File: config.mk
export PLATFORM = sky130hd
export DESIGN_NAME = serial_mod_detector
export DESIGN_NICKNAME = d
export VERILOG_FILES = /design/src/rtl/serial_mod_detector.sv
export SDC_FILE = /design/constraint.sdc
export NUM_CORES = 1
export LEC_CHECK = 0
export ABC_AREA = 1
export CORE_AREA = 2 2 39 41
export CTS_BUF_LIST = sky130_fd_sc_hd__clkbuf_4 sky130_fd_sc_hd__clkbuf_8
export DETAILED_ROUTE_END_ITERATION = 6
export DIE_AREA = 0 0 41 43
export SLEW_MARGIN = 20
export SYNTH_ARGS = -nofsm -noshare
export SYNTH_HDL_FRONTEND = slang
export SYNTH_SLANG_ARGS = --single-unit
export TNS_END_PERCENT = 20
File: constraint.sdc
create_clock -name clk -period 3.3 [get_ports clk]
set_clock_uncertainty 0.2 [all_clocks]
set_input_delay 0.495 -clock clk [delete_from_list [all_inputs] [get_ports clk]]
set_output_delay 0.495 -clock clk [all_outputs]
set_load 0.01 [all_outputs]
File: src/rtl/serial_mod_detector.sv
`default_nettype none
// ============================================================================
// Module      : serial_mod_detector
// Description : Serial divisibility checker. Tracks the value of the bits
//               accepted so far in the current frame modulo DIVISOR, in either
//               MSB-first or LSB-first order, and flags divisibility on y.
//               Optional macro SERIAL_MOD_BITCNT_EN adds a saturating
//               per-frame bit counter on output bit_cnt.
// Revision    : 1.0 - initial release
// ============================================================================
module serial_mod_detector #(
    parameter int DIVISOR = 3,
    parameter int RW      = $clog2(DIVISOR),
    parameter int CNT_W   = 8
) (
    input  logic          clk,
    input  logic          rst,
    input  logic          in_valid,
    input  logic          x,
    input  logic          frame_start,
    input  logic          lsb_first,
    output logic          y,
    output logic [RW-1:0] remainder,
    output logic          active
`ifdef SERIAL_MOD_BITCNT_EN
    ,
    output logic [CNT_W-1:0] bit_cnt
`endif
);

    // Elaboration-time guard on the legal parameter range
    if (DIVISOR < 2 || DIVISOR > 255) begin : g_bad_divisor
        $error("serial_mod_detector: DIVISOR must be in 2..255");
    end
    if (CNT_W < 1) begin : g_bad_cnt_w
        $error("serial_mod_detector: CNT_W must be at least 1");
    end

    // Sums carry one extra bit so 2*r+1 and r+p never overflow.
    localparam logic [RW:0] C_DIV = (RW + 1)'(DIVISOR);

    typedef enum logic [0:0] {
        IDLE = 1'b0,
        RUN  = 1'b1
    } state_t;

    state_t          state_q, state_d;
    logic [RW-1:0]   rem_q, rem_d;
    logic [RW-1:0]   p_q, p_d;
    logic            lsb_q, lsb_d;
    logic            y_q, y_d;

    logic            w_first;
    logic [RW-1:0]   w_r_prev;
    logic [RW-1:0]   w_p_cur;
    logic            w_mode;
    logic [RW:0]     w_t;
    logic [RW:0]     w_q2;

    // Next-state, remainder and weight update for one accepted bit
    always_comb begin
        state_d  = state_q;
        rem_d    = rem_q;
        p_d      = p_q;
        lsb_d    = lsb_q;
        y_d      = y_q;
        w_first  = in_valid && ((state_q == IDLE) || frame_start);
        w_r_prev = w_first ? '0 : rem_q;
        w_p_cur  = w_first ? RW'(1) : p_q;
        w_mode   = w_first ? lsb_first : lsb_q;
        w_t      = '0;
        w_q2     = {w_p_cur, 1'b0};

        if (w_mode) begin
            w_t = {1'b0, w_r_prev} + (x ? {1'b0, w_p_cur} : '0);
        end else begin
            w_t = {w_r_prev, 1'b0} + {{RW{1'b0}}, x};
        end

        if (in_valid) begin
            state_d = RUN;
            lsb_d   = w_mode;
            rem_d   = (w_t >= C_DIV) ? RW'(w_t - C_DIV) : RW'(w_t);
            // Weight of the next bit only matters in LSB-first frames;
            // in MSB-first frames it is harmless to keep advancing it.
            p_d     = (w_q2 >= C_DIV) ? RW'(w_q2 - C_DIV) : RW'(w_q2);
            y_d     = (rem_d == '0);
        end
    end

    // State and output registers with synchronous active-low reset
    always_ff @(posedge clk) begin
        if (!rst) begin
            state_q <= IDLE;
            rem_q   <= '0;
            p_q     <= RW'(1);
            lsb_q   <= 1'b0;
            y_q     <= 1'b0;
        end else begin
            state_q <= state_d;
            rem_q   <= rem_d;
            p_q     <= p_d;
            lsb_q   <= lsb_d;
            y_q     <= y_d;
        end
    end

    assign y         = y_q;
    assign remainder = rem_q;
    assign active    = (state_q == RUN);

`ifdef SERIAL_MOD_BITCNT_EN
    logic [CNT_W-1:0] cnt_q;

    // Per-frame bit counter: restarts at 1 on a first bit, saturates at max
    always_ff @(posedge clk) begin
        if (!rst) begin
            cnt_q <= '0;
        end else if (in_valid) begin
            if (w_first) begin
                cnt_q <= CNT_W'(1);
            end else if (!(&cnt_q)) begin
                cnt_q <= cnt_q + CNT_W'(1);
            end
        end
    end

    assign bit_cnt = cnt_q;
`endif

endmodule
`default_nettype wire

==> results by group <==
Timing
  • Worst Max-Slew Pin Slew: 169 ps
  • Slew Viols, Final: 0
  • Fmax: 335 MHz
  • Slew HR: 88.7%
  • RSZ-0062 raised after global routing: false
  • Period utilisation layout: 90.5%
  • Final Setup Violations: 0
  • Setup_tns: 0 ps
  • Crit path time final: 2990 ps
  • Final Hold Violating Endpoints: 0

Clock tree
  • Clock transition at path regs: 50 ps
  • Setup repair bufs after CTS: 0
  • CTS tree: yes
  • Hold_buf cts: 0
  • H-tree depth: 1
  • Resize count post-CTS: 0
  • Clock tree buffer depth: 2
  • Worst-skew pair later-pin latency: 250 ps
  • CTS root buf: clkbuf_4
  • Clk sinks: 7
  • Num CTS Buffers: 3

Worst setup path
  • Buf/Inv on CP: 6
  • Max FO, Critical Path: 6
  • Arr. time, crit path: 2920 ps
  • Setup crit end kind: flop
  • Crit start category: input pin
  • Crit path max-delay cell type: fa_1
  • Data required, critical path: 3240 ps
  • Worst path most repeated cell: nand2_1
  • Max incr delay on CP: 480 ps
  • Crit path depth: 20
  • Critical-path cell list: clkdlybuf4s50_1 > inv_1 > nand2_1 > nand2_4 > a21oi_1 > ha_1 > inv_1 > fa_1 > nand3_1 > nand2_1 > inv_1 > ha_1 > inv_1 > nand2_1 > inv_2 > nand3_1 > nand2_1 > nand2_1 > nand3_1 > a21oi_1
  • FF-to-FF path depth: 19
  • CP top delay family: adder cells
  • WS Path Type: in2reg

Die
  • Starting Density: 33.6%
  • I/O pin count: 10
  • Die H: 43 um
  • Die width: 41 um
  • Die ar.: 1760 um^2
  • Std cell rows: 14
  • Core box area: 1380 um^2

Placed design
  • Gpl congestion: 0.678
  • HPWL after DPL: 752 um
  • Dpl cells: 94
  • Port Buffers: 9

Drt
  • Vias per Instance: 4.58
  • Iter 0 DRT Violations: 8
  • Wire per inst: 9.27 um
  • Drt pass-1 iters: 3
  • DRC: 0
  • WL final: 908 um
  • Antenna-violating nets left: 0
  • Via count: 449

Finish
  • Final non-filler cell total: 98
  • Fillers: 158
  • Total Nets Final: 92
  • Syn-to-layout area delta: 33.9%
  • Share of cells above drive strength 1: 17.1%
  • Antenna Diode Count: 0

Synthesis
  • Synth Area per Inst: 6.95 um^2
  • Yosys warning total: 0
  • Synth top area share: 30.1%
  • Flops & latches, synth: 7
  • Unique masters post-synth: 16
  • Register area share after synthesis: 30.1%
  • Cell area after synthesis: 465 um^2
  • Synth area leader: dfxtp_1
  • Cells after Synth: 67
  • Synth Net Count: 76
  • Synth top area cells: dfxtp_1, inv_1, nand3_1

Global routing
  • First-pass GRT wire length: 1610 um
  • Total global routing overflow: 0
  • Vias in the first global route: 424
  • Initial antenna violation count: 0
  • Largest net degree at the start of global routing: 14
  • All-Layer GR Usage: 13.7%

Pwr
  • Peak supply drop: 215 uV
  • Sw Share: 30.2%
  • Comb pwr share: 31.0%
  • Seq pwr share: 37.1%
  • P per Cell Area: 426 nW/um^2
  • Switching Power: 0.0802 mW
  • Internal power: 0.185 mW
  • Clk pwr share: 31.9%
  • Leakage: 0.325 nW

Outcome
  • Outcome: finished clean

Min path
  • Hold Path Depth: 2
  • Min-Delay Path Class: reg2reg

Flow run
  • Max-Cap Viols: 0
tightest hold or removal path, delay by kind of cell (launching register included):
| family | cells | cell delay (ps) |
|---|---|---|
| AOI/OAI and AO/OA | 1 | 50 |
| DFF | 1 | 300 |
| and+or+nand+nor | 1 | 60 |
sequential cells by signal, summed over array words and instances (netlist names):
signal / cells
lsb_q: 1
y: 1
active: 1
p_q: 2
remainder: 2
worst paths after layout:
path / from / end / slack, ps
setup / recovery: frame_start / y / 310
hold reg to reg: y / y / 260
setup reg to reg: active / y / 700
hold / removal: y / y / 260
Yosys cell counts:
cell type	count
inv_1	15
nand2_1	13
nand3_1	10
dfxtp_1	7
a21oi_1	4
nor2_1	3
ha_1	2
nand2_4	2
nand3_2	2
o211ai_1	2
o21ai_0	2
buf_2	1
fa_1	1
inv_2	1
nand2_2	1
nand3b_2	1
routing by layer:
| metal | wire length (um) | part of all wire (%) | up-vias | track usage (%) |
|---|---|---|---|---|
| li1 | - | - | 241 | - |
| met1 | 435 | 48 | 198 | 16.6 |
| met5 | 0 | 0 | - | 0 |
| met2 | 436 | 48 | 6 | 20.0 |
| met4 | 17 | 1.9 | 0 | 10.0 |
| met3 | 19 | 2.1 | 4 | 3.14 |
metrics by stage:
stage	hold WS, ps	util, %	instance area [um^2]	setup slack (ps)	power, mW
2_1_floorplan	272	-	465	639	0.152
3_3_place_gp	255	42.9	593	77.0	0.182
3_5_place_dp	257	42.9	593	22.4	0.183
4_1_cts	265	45.0	623	278	0.269
5_1_grt	297	45.0	623	32.9	0.285
6_report	260	45.0	623	313	0.265
final cells by class:
| cell class | instances | area (um^2) | area share [%] |
|---|---|---|---|
| multi-input combinational | 43 | 260 | 41.8 |
| sequential | 7 | 140 | 22.5 |
| timing repair buffer | 12 | 113 | 18.1 |
| inverter | 16 | 60.1 | 9.64 |
| clock buffer | 4 | 30.0 | 4.82 |
| tap | 16 | 20.0 | 3.21 |
cell families (layout without fill, tap and decap cells):
group / Yosys count / in the layout / synth area share, %
compound gates: 8 / 8 / 9.68
fa+ha+maj: 3 / 3 / 9.68
buf+inv: 17 / 32 / 14.0
flops: 7 / 7 / 30.1
simple gates: 32 / 32 / 36.6
cell usage in the layout (no fill, tap or decap), drive strengths merged:
master and n:
ha 2, nand2 16, a21oi 4, dfxtp 7, o211ai 2, nand3 12
inv 16, o21ai 2, buf 3, clkdlybuf4s50 9, nand3b 1, fa 1
clkbuf 4, nor2 3
power by group through the flow:
stage | Sequential (mW) | Combinational [mW] | Clock, mW
CTS | 0.0986 | 0.0836 | 0.0866
global route | 0.0995 | 0.0946 | 0.0913
floorplan | 0.102 | 0.0507 | 0
detailed placement | 0.100 | 0.0832 | 0
finish | 0.0985 | 0.0822 | 0.0848
global placement | 0.100 | 0.0814 | 0
(Power assumes the default switching activity.)
